$ cat config.mk
export PLATFORM = sky130hd
export DESIGN_NAME = region_colour_sched_flat
export DESIGN_NICKNAME = d
export VERILOG_FILES = /design/src/rtl/region_colour_sched_if.sv /design/src/rtl/region_colour_sched.sv /design/src/flat_wrapper.sv
export SDC_FILE = /design/constraint.sdc
export NUM_CORES = 1
export LEC_CHECK = 0
export ABC_AREA = 1
export CORE_MARGIN = 2
export CORE_UTILIZATION = 49
export CTS_BUF_LIST = sky130_fd_sc_hd__clkbuf_2
export DETAILED_ROUTE_END_ITERATION = 7
export GPL_ROUTABILITY_DRIVEN = 0
export PLACE_DENSITY_LB_ADDON = 0.12
export SYNTH_ARGS = -nofsm -noshare
export SYNTH_HDL_FRONTEND = slang
export SYNTH_SLANG_ARGS = --single-unit
export TNS_END_PERCENT = 100
$ cat constraint.sdc
create_clock -name clk_in -period 1.5 [get_ports clk_in]
set_input_delay 0.45 -clock clk_in [delete_from_list [all_inputs] [get_ports clk_in]]
set_output_delay 0.45 -clock clk_in [all_outputs]
set_load 0.1 [all_outputs]
$ cat src/rtl/region_colour_sched_if.sv
// Request-port pair (A and B) carrying colour updates into region_colour_sched.
// Requesters drive the master side; the scheduler drives the ready returns.
interface region_colour_sched_if #(
  parameter int COLOUR_W = 12
);
  logic                a_valid_in;
  logic                a_ready_out;
  logic [3:0]          a_region_in;
  logic [COLOUR_W-1:0] a_colour_in;
  logic                b_valid_in;
  logic                b_ready_out;
  logic [3:0]          b_region_in;
  logic [COLOUR_W-1:0] b_colour_in;

  modport master (
    output a_valid_in, a_region_in, a_colour_in,
    output b_valid_in, b_region_in, b_colour_in,
    input  a_ready_out, b_ready_out
  );

  modport slave (
    input  a_valid_in, a_region_in, a_colour_in,
    input  b_valid_in, b_region_in, b_colour_in,
    output a_ready_out, b_ready_out
  );
endinterface

$ cat src/rtl/region_colour_sched.sv
// Two-port colour-update arbiter with shadow/active banks committed on vsync falling edge.
// Optional per-region blinking is compiled in with `define REGION_BLINK_EN.
//
// state  | meaning
// IDLE   | accepting writes into the shadow bank, watching for vsync edge
// COMMIT | one cycle: shadow copied to active, requesters stalled
module region_colour_sched #(
  parameter int NUM_REGIONS  = 12,
  parameter int COLOUR_W     = 12,
  parameter int BLINK_FRAMES = 30
) (
  input  logic                            clk_in,
  input  logic                            reset_in,
  region_colour_sched_if.slave            req,
  input  logic                            vs_in,
  input  logic [NUM_REGIONS-1:0]          blink_mask_in,
  input  logic                            err_clr_in,
  output logic [NUM_REGIONS*COLOUR_W-1:0] region_colour_out,
  output logic                            frame_commit_out,
  output logic                            err_out
);

  typedef enum logic {IDLE = 1'b0, COMMIT = 1'b1} state_t;

  state_t              state_q;
  logic                ptr_q;
  logic                vs_q;
  logic                dirty_q;
  logic                commit_q;
  logic                err_q;
  logic [COLOUR_W-1:0] shadow_q [NUM_REGIONS];
  logic [COLOUR_W-1:0] active_q [NUM_REGIONS];

  logic                both_valid;
  logic                grant_a;
  logic                grant_b;
  logic                acc;
  logic                wr_ok;
  logic                vs_edge;
  logic [3:0]          acc_region;
  logic [COLOUR_W-1:0] acc_colour;

  // ptr_q = 0 favours A on contention, 1 favours B
  always_comb begin
    both_valid = req.a_valid_in & req.b_valid_in;
    grant_a    = (state_q == IDLE) & req.a_valid_in & (~req.b_valid_in | ~ptr_q);
    grant_b    = (state_q == IDLE) & req.b_valid_in & (~req.a_valid_in | ptr_q);
    acc        = grant_a | grant_b;
    acc_region = grant_b ? req.b_region_in : req.a_region_in;
    acc_colour = grant_b ? req.b_colour_in : req.a_colour_in;
    wr_ok      = acc & ({1'b0, acc_region} < 5'(NUM_REGIONS));
    vs_edge    = vs_q & ~vs_in;
  end

  assign req.a_ready_out = grant_a;
  assign req.b_ready_out = grant_b;
  assign frame_commit_out = commit_q;
  assign err_out          = err_q;

  always_ff @(posedge clk_in or negedge reset_in) begin
    if (!reset_in) begin
      state_q  <= IDLE;
      ptr_q    <= 1'b0;
      vs_q     <= 1'b1;
      dirty_q  <= 1'b0;
      commit_q <= 1'b0;
      err_q    <= 1'b0;
      for (int i = 0; i < NUM_REGIONS; i++) begin
        shadow_q[i] <= '0;
        active_q[i] <= '0;
      end
    end else begin
      vs_q <= vs_in;
      if (both_valid && state_q == IDLE) ptr_q <= ~ptr_q;
      if (acc && !wr_ok) err_q <= 1'b1;
      else if (err_clr_in) err_q <= 1'b0;
      for (int i = 0; i < NUM_REGIONS; i++) begin
        if (wr_ok && acc_region == 4'(i)) shadow_q[i] <= acc_colour;
      end
      case (state_q)
        IDLE: begin
          if (wr_ok) dirty_q <= 1'b1;
          if (vs_edge && (dirty_q || wr_ok)) begin
            state_q  <= COMMIT;
            commit_q <= 1'b1;
          end
        end
        COMMIT: begin
          // shadow already holds any write accepted alongside the vsync edge
          for (int i = 0; i < NUM_REGIONS; i++) active_q[i] <= shadow_q[i];
          dirty_q  <= 1'b0;
          commit_q <= 1'b0;
          state_q  <= IDLE;
        end
        default: state_q <= IDLE;
      endcase
    end
  end

`ifdef REGION_BLINK_EN
  localparam int FC_W = (BLINK_FRAMES > 1) ? $clog2(BLINK_FRAMES) : 1;

  logic [FC_W-1:0] frame_cnt_q;
  logic            phase_q;

  // counts every vsync edge, committed or not
  always_ff @(posedge clk_in or negedge reset_in) begin
    if (!reset_in) begin
      frame_cnt_q <= '0;
      phase_q     <= 1'b1;
    end else if (vs_edge) begin
      if (frame_cnt_q == FC_W'(BLINK_FRAMES - 1)) begin
        frame_cnt_q <= '0;
        phase_q     <= ~phase_q;
      end else begin
        frame_cnt_q <= frame_cnt_q + 1'b1;
      end
    end
  end

  always_comb begin
    region_colour_out = '0;
    for (int i = 0; i < NUM_REGIONS; i++) begin
      region_colour_out[i*COLOUR_W +: COLOUR_W] =
        (blink_mask_in[i] & ~phase_q) ? '0 : active_q[i];
    end
  end
`else
  logic unused_cfg;
  assign unused_cfg = (^blink_mask_in) ^ (BLINK_FRAMES == 0);

  always_comb begin
    region_colour_out = '0;
    for (int i = 0; i < NUM_REGIONS; i++) begin
      region_colour_out[i*COLOUR_W +: COLOUR_W] = active_q[i];
    end
  end
`endif

endmodule

$ cat src/flat_wrapper.sv
// flat-port wrapper written by rule: the top's interface ports become plain ports
module region_colour_sched_flat 
#(
  parameter int NUM_REGIONS  = 12,
  parameter int COLOUR_W     = 12,
  parameter int BLINK_FRAMES = 30
)
  (clk_in, reset_in, vs_in, blink_mask_in, err_clr_in, region_colour_out, frame_commit_out, err_out, req_a_valid_in, req_a_region_in, req_a_colour_in, req_b_valid_in, req_b_region_in, req_b_colour_in, req_a_ready_out, req_b_ready_out);
  region_colour_sched_if #(.COLOUR_W(COLOUR_W)) req_i ();
  input  logic clk_in;
  input  logic reset_in;
  input  logic vs_in;
  input  logic [NUM_REGIONS-1:0] blink_mask_in;
  input  logic err_clr_in;
  output logic [NUM_REGIONS*COLOUR_W-1:0] region_colour_out;
  output logic frame_commit_out;
  output logic err_out;
  input wire logic [$bits(req_i.a_valid_in)-1:0] req_a_valid_in;
  input wire logic [$bits(req_i.a_region_in)-1:0] req_a_region_in;
  input wire logic [$bits(req_i.a_colour_in)-1:0] req_a_colour_in;
  input wire logic [$bits(req_i.b_valid_in)-1:0] req_b_valid_in;
  input wire logic [$bits(req_i.b_region_in)-1:0] req_b_region_in;
  input wire logic [$bits(req_i.b_colour_in)-1:0] req_b_colour_in;
  output wire logic [$bits(req_i.a_ready_out)-1:0] req_a_ready_out;
  output wire logic [$bits(req_i.b_ready_out)-1:0] req_b_ready_out;
  assign req_i.a_valid_in = req_a_valid_in;
  assign req_i.a_region_in = req_a_region_in;
  assign req_i.a_colour_in = req_a_colour_in;
  assign req_i.b_valid_in = req_b_valid_in;
  assign req_i.b_region_in = req_b_region_in;
  assign req_i.b_colour_in = req_b_colour_in;
  assign req_a_ready_out = req_i.a_ready_out;
  assign req_b_ready_out = req_i.b_ready_out;
  region_colour_sched #(.NUM_REGIONS(NUM_REGIONS), .COLOUR_W(COLOUR_W), .BLINK_FRAMES(BLINK_FRAMES)) u_core (.clk_in(clk_in), .reset_in(reset_in), .req(req_i), .vs_in(vs_in), .blink_mask_in(blink_mask_in), .err_clr_in(err_clr_in), .region_colour_out(region_colour_out), .frame_commit_out(frame_commit_out), .err_out(err_out));
endmodule
==> results.md, run 1 <==
- Global routing used 26.7% of the available tracks.
- The worst pin sits at a relative slew slack of 58.7%.
- The antenna violation net count after detailed routing is 0.
- The cell type of the slowest stage on the worst timing path is sky130_fd_sc_hd__dfrtp_4.
- Setup repair after global routing could not meet its margin everywhere.
- Clock-pin slew was measured on the worst setup and hold paths at 0.12 ns.
- The achievable frequency is 424 MHz.
- The path class of the tightest hold or removal check is in2async.
- The measured slew at the worst slew-check pin is 0.620 ns.
- The number of sinks handled by clock tree synthesis is 294.
- The final hold violation count came to 0.
- The routed length per instance is 17.8 um.
- Before antenna repair, the detailed router went through 6 iterations.
- The critical path in this run is classified as reg2out.
- The area growth from synthesis to final layout is 58.1%.
- The die is 154 um wide.
- The total wire length after detailed routing is 32500 um.
- Traced cell by cell, the critical path runs through nor2_4 > nand2_4 > buf_12 > inv_16 > buf_16.
- The initialized floorplan defines 55 standard-cell rows.
- The share of final-layout standard cells stronger than drive strength 1 is 36.4%.
- The sort of element at the end of the critical path is an output port.
- The count of pins on the block boundary is 198.
- The mapped netlist covers 11100 um2.
- The die height is 154 um.
- Counting along the longest clock path gives a buffer depth of 3.
- The remaining routing DRC violations is 0.
- The number of warnings issued by yosys is 0.
- In the layout the commonest cells are sky130_fd_sc_hd__nand2_1 (518), sky130_fd_sc_hd__dfrtp_1 (289), sky130_fd_sc_hd__buf_12 (175).
- The worst path uses 157% of the clock period.
- The clock latency at the later pin of the worst-skew pair is 0.83 ns.
- The pin count of the biggest net entering global routing is 61.
- The delay contributed by the slowest stage of the critical path is 0.52 ns.
- The arrival time reported for the critical path endpoint is 1.91 ns.
- Data on the critical path is required at its endpoint by 1.05 ns.
- The final setup slack of the worst path is -0.859 ns.
- The max-cap violation count is 0.
- The synthesized design contains 294 register bits.
- The synthesized netlist contains 24 unique library cells.
- The clock tree from TritonCTS is done.
- The number of DRC markers after the initial detailed-route iteration is 687.
- The post-route clock skew is 0.0339 ns.
- The HPWL after detailed placement is 19200 um.
- In the synthesized netlist, the number of instances is 1163.
- The routed layout has 9481 vias.
- The starting utilization of the core area is 49.4%.
- The region available for standard cell placement spans 22400 um2.
- Sequential elements use 66.4% of the synthesized area.
- The H-tree depth is 3.
- The commonest non-fill, non-tap cell in the layout is sky130_fd_sc_hd__nand2_1.
- The biggest fanout along the worst timing path is 3.
- The number of buffers created by CTS is 74.
- The number of antenna violations at the first check in global routing came to 5.
- The tree is rooted in a sky130_fd_sc_hd__clkbuf_2.
- The flow ran to the end, but the final reports show violations.
- The final-report setup violation count is 338.
- The final-stage net count is 1551.
- Summed over all layers, the global routing overflow is 0.
- The first global-routing pass estimated 49600 um of wire.
- The routed design could run at a clock period as short as 2.36 ns.
- The number of buffers added on ports is 185.
- The final reports fail on negative setup slack.
- The synthesized area per cell is 9.52 um2.
- The die area is 23800 um2.
- Dividing the detail-routed via count by the number of cells gives 5.18.
- The max-slew violation total from the final report is 0.
- The number of nets in the synthesized netlist is 1213.
- The via count of the first global-routing pass is 9456.
- Cells fill 78.0% of the core in the end.
- The type of origin of the critical path is a flop.
-- cells by family (layout without fill, tap and decap cells) --
logic type | count (synthesis) | after routing | share of synthesized area [%]
AOI/OAI and AO/OA | 149 | 149 | 6.79
xor gates and xnor gates | 1 | 1 | 0.0791
DFF | 294 | 294 | 66.4
other | 0 | 2 | 0
and+or+nand+nor | 623 | 628 | 22.3
buffers and inverters | 84 | 460 | 3.26
muxes | 12 | 12 | 1.08
-- path summary, 6_finish.rpt --
kind                                      from                            end  slack, ns  depth (start not counted)
setup / recovery                u_core.state_q                req_b_ready_out      -0.86                          5
hold / removal                        reset_in  u_core.region_colour_out[136]       0.07                          2
setup reg to reg                u_core.state_q            u_core.shadow_q[77]      -0.49                         12
hold reg to reg            u_core.shadow_q[98]   u_core.region_colour_out[38]       0.48                          2
max in group asynchronous             reset_in            u_core.shadow_q[20]       0.75                          3
min in group clk_in                      vs_in                    u_core.vs_q       0.07                          1
-- synthesized netlist by cell type, drive strengths merged --
cell	instances	area, um2
nand2	605	2330
dfrtp	293	7330
o21ai	146	734
clkbuf	39	148
buf	31	161
inv	14	52.6
mux2i	12	120
nand3	9	55.1
nor2	9	93.8
a21oi	2	10.0
a211oi	1	7.51
dfstp	1	26.3
xor2	1	8.76
-- routing by layer --
| metal | global-route usage, % | up-vias | share of wire [%] |
|---|---|---|---|
| met3 | 6.39 | 62 | 6.0 |
| met1 | 34.6 | 4702 | 40 |
| met5 | 0 | - | 0.040 |
| li1 | - | 4373 | - |
| met4 | 11.0 | 2 | 2.6 |
| met2 | 43.7 | 342 | 51 |
-- per-stage QoR --
stage / cells / setup TNS (ns) / area [um2] / hold WS [ns] / setup slack, ns
2_1_floorplan: 1163 / -21.05 / 11200 / 0.154 / -0.365
3_3_place_gp: 1623 / -116.65 / 15300 / 0.309 / -0.890
3_5_place_dp: 1623 / -121.79 / 15300 / 0.308 / -0.902
4_1_cts: 1782 / -114.57 / 16500 / 0.00671 / -0.920
5_1_grt: 1831 / -144.40 / 17500 / 0.0366 / -0.924
6_report: 1831 / -116.85 / 17500 / 0.0678 / -0.859
-- cell type report --
cell class | count | area (um2)
sequential | 294 | 7370
timing repair buffer | 327 | 5080
antenna | 2 | 5.00
fill | 1427 | 4930
clock buffer | 105 | 526
inverter | 14 | 83.8
tap | 285 | 357
clock inverter | 14 | 52.6
multi-input combinational | 790 | 4030
-- sequential cells by signal (all words and copies together), names as in the netlist --
| name | flops |
|---|---|
| u_core.dirty_q | 1 |
| u_core.ptr_q | 1 |
| u_core.shadow_q | 144 |
| u_core.frame_commit_out | 1 |
| u_core.err_out | 1 |
| u_core.state_q | 1 |
| u_core.region_colour_out | 144 |
| u_core.vs_q | 1 |
-- worst max-delay path, delay by kind of cell, from the launching register on --
kind                   cells  cell delay, ns
buffers and inverters      3            0.35
and+or+nand+nor            2            0.20
DFF                        1            0.52
-- timing repair --
action                     CTS  global route
setup endpoints to repair  294           434
buffers inserted            32            34
hold buffers                 1             0
pin swaps                    7            15
gates cloned                 7            13
resized for setup           29           133
hold endpoints to repair   293             0
Power of run 1 is left out: the tool's default activity adds up to more than one toggle a clock period on the data nets, which glitch-free logic cannot reach.
==> inputs of run 2 (changes only) <==
--- a/config.mk
+++ b/config.mk
@@ -8,2 +8,3 @@
 export ABC_AREA = 1
+export CAP_MARGIN = 20
 export CORE_MARGIN = 2
--- a/constraint.sdc
+++ b/constraint.sdc
@@ -3,2 +3,2 @@
 set_output_delay 0.45 -clock clk_in [all_outputs]
-set_load 0.1 [all_outputs]
+set_load 0.02 [all_outputs]
==> run 2 against run 1 <==
  * Count of clock-buffer cells in the layout shrank 9
  * Highest routed layer is now met4
  * Final cell count grew 3.4%
  * Worst setup slack gained 0.20 ns
  * Utilization grew 1.3 points
  * Clock skew grew 0.0053 ns
  * Global-route usage shrank 0.83 points
  * Flip-flop and latch count is the same
  * The run still ends with negative setup slack left
  * Routed wire length grew 13%
  * Maximum frequency grew 9.5%
==> results.md, run 2 (synthesized netlist as in run 1, its figures left out) <==
- The flow ran to the end, but the final reports show violations.
- The checks that failed: negative setup slack.
- IR analysis of the VDD net gives a maximum drop of 0.00128 V.
- The cell count after placement is 1630 (+0.43%).
- The final-stage net count is 1616 (+4.2%).
- The ratio of total power to cell area is 2010 nW/um2.
- The max-slew violation total from the final report is 0 (unchanged).
- The total core area was 22400 um2 (unchanged).
- For this design the static power due to leakage is 9.15 nW.
- The total wire length after detailed routing is 36700 um (+13%).
- The measured slew at the worst slew-check pin is 0.311 ns (-0.309 ns).
- The final setup slack of the worst path is -0.655 ns (+0.204 ns).
- The pre-CTS setup slack is -1.00 ns (-0.0992 ns).
- The number of buffers created by CTS is 74 (unchanged).
- The number of antenna violations at the first check in global routing is 1 (-4).
- The number of buffers added on ports is 185 (unchanged).
- The library cell used most frequently in the layout, excluding fill and tap cells, is sky130_fd_sc_hd__nand2_1.
- Setup repair after global routing could not meet its margin everywhere.
- The cell type of the slowest stage on the worst timing path is sky130_fd_sc_hd__dfrtp_4.
- The global-route wire length before repair is 48200 um (-2.8%).
- The share of final-layout standard cells stronger than drive strength 1 is 43.9% (+7.5 points).
- The data required time at the worst endpoint is 2.21 ns (+1.16 ns).
- The sum of overflow across all layers after global routing came to 0 (unchanged).
- The global-route usage over all layers was 25.9% (-0.83 points).
- The via count of the routed design was 10000 (+5.5%).
- The worst setup path is launched from a flop.
- Leaving out fill and tap cells, the most frequent cells in the layout are sky130_fd_sc_hd__nand2_1 (464), sky130_fd_sc_hd__dfrtp_1 (292), sky130_fd_sc_hd__buf_6 (178).
- TritonCTS built the clock tree.
- The H-tree depth is 3 (unchanged).
- The HPWL after detailed placement was 18100 um (-5.8%).
- The remaining routing DRC violations is 0 (unchanged).
- The worst slew margin relative to its limit was 78.8% (+20 points).
- The delay contributed by the slowest stage of the critical path is 0.52 ns (about the same).
- The biggest fanout along the worst timing path was 7 (+4).
- The area growth from synthesis to final layout is 60.8%.
- The starting utilization of the core area came to 49.4% (unchanged).
- The average vias per placed instance is 5.28 (+2.0%).
- The antenna violation net count after detailed routing is 0 (unchanged).
- The die height is 154 um (unchanged).
- The number of standard cells in the final layout excluding fillers is 1894 (+3.4%).
- The path type of the worst min-delay path is in2async.
- The setup TNS after final layout is -133.67 ns (-16.82 ns).
- The horizontal die dimension came to 154 um (unchanged).
- The arrival time reported for the critical path endpoint is 2.86 ns (+0.95 ns).
- The die area is 23800 um2 (unchanged).
- The utilization after layout is 79.4% (+1.3 points).
- The sort of element at the end of the critical path is a flop.
- The detailed-router iteration count before antenna repair came to 5 (-1).
- The number of DRC markers after the initial detailed-route iteration is 733 (+6.7%).
- The number of placement rows is 55 (unchanged).
- The post-layout minimum cycle time came to 2.15 ns (-0.204 ns).
- The final-report setup violation count came to 303 (-10%).
- The clock transition time at the flip-flop clock pins of the worst setup and hold paths is 0.10 ns (-0.02 ns).
- The clock latency at the later pin of the worst-skew pair is 0.86 ns (+0.03 ns).
- The achievable frequency is 464 MHz (+9.5%).
- The final hold violation count was 0 (unchanged).
- The share of the clock period used by the worst path came to 144% (-14 points).
- Traced cell by cell, the critical path runs through nor2_4 > nand2_4 > buf_4 > buf_6 > buf_12 > nand2_4 > nand3_4 > buf_6 > nor2_4 > buf_12 > nand2_8 > clkbuf_16 > nand2_2 > o21ai_1.
- The count of pins on the block boundary is 198 (unchanged).
- The number of sinks handled by clock tree synthesis is 294 (unchanged).
- CTS placed an instance of sky130_fd_sc_hd__clkbuf_2 at the clock tree root.
- The routed length per instance is 19.4 um (+9.2%).
- The via count of the first global-routing pass is 9209 (-2.6%).
- The overall power after layout is 35.7 mW.
- The kind of critical path is reg2reg.
- The number of buffers on the longest clock path is 3 (unchanged).
- The max-cap violation count is 0 (unchanged).
- The pin count of the biggest net entering global routing was 111 (+82%).
- The post-route clock skew is 0.0392 ns (+0.00526 ns).
[run 2: report_power, final]
group | total, mW | switching, mW | leakage (nW) | internal (mW)
clock network | 5.28 | 3.21 | 0.476 | 2.07
registers | 14.9 | 3.24 | 3.75 | 11.7
logic | 15.6 | 7.37 | 4.92 | 8.20
[run 2: area by class of cell]
cell class	instances	area, um2
diodes	1	2.50
inverters	14	82.6
multi-input cells	785	4560
clock inverters	22	139
fillers	1388	4630
flip-flops and latches	294	7360
well taps	285	357
clock buffers	96	480
repair buffers	397	4820
[run 2: stage by stage]
| step | hold slack (ns) | instance area [um2] |
|---|---|---|
| 2_1_floorplan | 0.154 | 11200 |
| 3_3_place_gp | 0.298 | 14000 |
| 3_5_place_dp | 0.296 | 14000 |
| 4_1_cts | 0.0120 | 15500 |
| 5_1_grt | -0.0126 | 17800 |
| 6_report | 0.0293 | 17800 |
[run 2: path summary, 6_finish.rpt]
kind                                           start                             to  slack [ns]  cells past startpoint
worst min register to register  u_core.shadow_q[104]   u_core.region_colour_out[44]        0.48                      2
worst max-delay path                  u_core.state_q             u_core.shadow_q[0]       -0.65                     14
worst max register to register        u_core.state_q             u_core.shadow_q[0]       -0.65                     14
min in group clk_in                            vs_in                    u_core.vs_q        0.10                      1
worst min-delay path                        reset_in           u_core.shadow_q[140]        0.03                      2
max in group asynchronous                   reset_in  u_core.region_colour_out[123]        0.79                      4
[run 2: metal layers]
layer	share of wire [%]	global-route usage, %	vias up
li1	-	-	4513
met1	40	34.4	4986
met2	50	41.9	419
met3	6.4	5.66	85
met4	3.1	10.3	0
met5	0	0	-
[run 2: repair_timing]
item                                    CTS  global route
pin swaps                                11            19
resized for setup                       921           297
endpoints found under the hold margin   294             0
hold buffers                              1             0
cloned                                    7            33
endpoints found under the setup margin  440           441
buffers inserted                         44            62
[run 2: worst max-delay path, delay by kind of cell (launching register included)]
kind,cells,cell delay (ns)
AO/OA/AOI/OAI,1,0.05
flip-flops,1,0.52
AND/OR/NAND/NOR,7,0.59
buffers and inverters,6,0.86
Power figures use the tool's default switching activity.
==> inputs of run 3 (changes only) <==
Settings changed: CORE_ASPECT_RATIO from default to 0.9, CTS_CLUSTER_SIZE from default to 20.
==> run 3 against run 2 <==
  * The run still ends with negative setup slack left
  * Routed wire length is 14% lower
  * Combinational power fell by 15%
  * First-iteration DRC count fell by 11%
  * Worst hold slack better by 0.035 ns
  * Non-clock buffer count down 79
  * Critical path depth shrank 12
  * Design area down 9.6%
  * Maximum frequency barely moved
  * Final cell count decreased by 3.0%
  * Worst setup slack worse by 0.0011 ns
  * Critical path type is now reg2out
  * Largest cell class unchanged
  * Largest power group is now sequential cells
  * Highest routed layer unchanged
==> results.md, run 3 (synthesized netlist as in run 1, its figures left out) <==
- Setup repair after global routing could not meet its margin everywhere.
- The total of fill cells in the finished design was 1672 (+20%).
- The biggest fanout along the worst timing path is 3 (-4).
- The data required time at the worst endpoint came to 1.05 ns (-1.16 ns).
- The max-cap violation count is 0 (unchanged).
- The cell type of the slowest stage on the worst timing path is sky130_fd_sc_hd__dfrtp_4.
- The number of standard cells in the final layout excluding fillers is 1838 (-3.0%).
- The die height is 147 um (-5.0%).
- The flow ran to the end, but the final reports show violations.
- The number of DRC markers after the initial detailed-route iteration was 650 (-11%).
- The net switching power is 12.5 mW (-9.8%).
- The startpoint of the most critical register-to-register path is u_core.state_q.
- The global-route usage over all layers was 26.7% (+0.88 points).
- The commonest non-fill, non-tap cell in the layout is sky130_fd_sc_hd__nand2_1.
- The remaining routing DRC violations is 0 (unchanged).
- The clock transition time at the flip-flop clock pins of the worst setup and hold paths came to 0.12 ns (+0.02 ns).
- The worst slew margin relative to its limit is 66.4% (-12 points).
- The internal cell power is 20.8 mW (-5.0%).
- The final setup slack of the worst path was -0.656 ns (-0.00109 ns).
- The antenna violation net count after detailed routing was 0 (unchanged).
- The pin count of the biggest net entering global routing was 56 (-50%).
- The path type of the worst min-delay path is in2async.
- The worst setup slack for register-to-register paths was -0.58 ns (+0.07 ns).
- The delay contributed by the slowest stage of the critical path came to 0.52 ns (about the same).
- The cell count after placement is 1627 (-0.18%).
- The number of antenna violations at the first check in global routing was 1 (unchanged).
- STA classifies the critical path endpoint as an output port.
- The total wire length after detailed routing was 31400 um (-14%).
- The routed length per instance is 17.1 um (-12%).
- The H-tree depth is 3 (unchanged).
- The setup TNS after final layout is -113.84 ns (+19.83 ns).
- The starting utilization of the core area is 49.6% (+0.26 points).
- The register share of total power came to 43.2% (+1.5 points).
- The power share of the combinational group is 40.0% (-3.6 points).
- The horizontal die dimension came to 162 um (+5.3%).
- The final hold violation count is 0 (unchanged).
- The sum of overflow across all layers after global routing is 0 (unchanged).
- The average vias per placed instance was 5.02 (-5.0%).
- The leakage power is 8.46 nW (-7.5%).
- The type of origin of the critical path is a flop.
- The detailed-router iteration count before antenna repair is 5 (unchanged).
- The number of buffers on the longest clock path is 3 (unchanged).
- The HPWL after detailed placement came to 17500 um (-3.0%).
- The max-slew violation total from the final report is 0 (unchanged).
- The share of final-layout standard cells stronger than drive strength 1 came to 32.9% (-11 points).
- The utilization after layout is 72.1% (-7.2 points).
- The share of total power consumed by net switching was 37.4% (-1.2 points).
- Walking the worst path, the cells encountered are a211oi_2 > buf_4.
- The final-report setup violation count is 298 (-1.7%).
- The via count of the first global-routing pass is 9301 (+1.0%).
- The fraction of power consumed by the clock network is 16.8% (+2.0 points).
- Leaving out fill and tap cells, the most frequent cells in the layout are sky130_fd_sc_hd__nand2_1 (548), sky130_fd_sc_hd__dfrtp_1 (292), sky130_fd_sc_hd__buf_6 (158).
- The number of placement rows came to 52 (-5.5%).
- The instance area at placement was 13900 um2 (-0.70%).
- The post-layout minimum cycle time is 2.16 ns (+0.00109 ns).
- The achievable frequency is 464 MHz (about the same).
- The final reports fail on negative setup slack.
- The clock tree from TritonCTS is done.
- The number of buffers created by CTS was 76 (+2.7%).
- The number of sinks handled by clock tree synthesis is 294 (unchanged).
- The measured slew at the worst slew-check pin is 0.503 ns (+0.192 ns).
- The cell at the root of the clock tree is sky130_fd_sc_hd__clkbuf_2.
- The worst voltage drop across the vdd grid is 0.00146 V (+14%).
- The post-route clock skew is 0.0841 ns (+0.0449 ns).
- The arrival time reported for the critical path endpoint is 1.71 ns (-1.15 ns).
- The start point of the critical path is u_core.state_q.
- The global-route wire length before repair is 49300 um (+2.3%).
- The count of pins on the block boundary is 198 (unchanged).
- The via count of the routed design came to 9222 (-7.8%).
- The number of buffers added on ports is 185 (unchanged).
- Compared with the post-synthesis result, the final layout area differs by 45.4%.
- The ratio of total power to cell area is 2070 nW/um2 (+3.0%).
- The die area is 23800 um2 (about the same).
- The pre-CTS setup slack came to -0.921 ns (+0.0803 ns).
- The share of the clock period used by the worst path is 144% (about the same).
- The post-route cell area came to 16100 um2 (-9.6%).
- The clock latency at the later pin of the worst-skew pair is 0.85 ns (about the same).
- The final-stage net count came to 1540 (-4.7%).
- The setup path with the least slack is of type reg2out.
- The total core area was 22300 um2 (-0.52%).
## run 3: cell count changes in the layout (fill, tap and decap cells not counted), sizes merged
cell         before  now
clkinv           17   16
clkbuf          121  112
buf             335  271
bufbuf            0    4
dlygate4sd3       1    3
inv              17   16
bufinv            2    3
## run 3: timing repair
item	CTS	global route
endpoints found under the hold margin	293	0
gates resized for setup	917	86
pin swaps	11	7
setup buffers	63	4
endpoints found under the setup margin	439	362
gates cloned	8	7
hold buffers	3	0
## run 3: metrics by stage
| step | hold slack, ns | power [mW] |
|---|---|---|
| 3_3_place_gp | 0.324 | 25.0 |
| 5_1_grt | 0.0245 | 35.4 |
| 3_5_place_dp | 0.320 | 25.3 |
| 4_1_cts | 0.00132 | 32.8 |
| 2_1_floorplan | 0.154 | 19.4 |
| 6_report | 0.0646 | 33.3 |
## run 3: power groups by stage
stage	clock network (mW)	registers (mW)	logic, mW
2_1_floorplan	0	15.7	3.75
3_3_place_gp	0	13.9	11.1
3_5_place_dp	0	13.9	11.3
4_1_cts	5.72	14.2	12.9
5_1_grt	6.16	14.8	14.4
6_report	5.60	14.4	13.3
## run 3: layout make-up
cell class	instances	area [um2]	share of cell area, %
antenna	1	2.50	0.0155
clock buffer	108	541	3.36
clock inverter	20	155	0.964
inverter	14	86.3	0.536
multi-input combinational	785	3780	23.5
sequential	294	7360	45.7
tap	297	372	2.31
timing repair buffer	318	3800	23.6
timing repair inverter	1	8.76	0.0544
## run 3: routing by layer
layer | track usage, % | routed length (um) | share of wire, % | vias up
met5 | 0 | 0 | 0 | -
met2 | 42.4 | 15200 | 48 | 315
met3 | 5.14 | 1730 | 5.5 | 76
met1 | 36.6 | 13500 | 43 | 4482
met4 | 10.8 | 1020 | 3.2 | 0
li1 | - | - | - | 4349
## run 3: worst max-delay path, delay by kind of cell (launching register included)
family / cells / cell delay (ns)
DFF: 1 / 0.52
buffers and inverters: 1 / 0.16
AOI/OAI and AO/OA: 1 / 0.19
## run 3: final timing paths
check	end	cells past startpoint
worst max-delay path	req_a_ready_out	2
worst min-delay path	u_core.err_out	2
worst max register to register	u_core.shadow_q[22]	10
worst min register to register	u_core.region_colour_out[48]	2
max in group asynchronous	u_core.region_colour_out[33]	3
min in group clk_in	u_core.vs_q	1
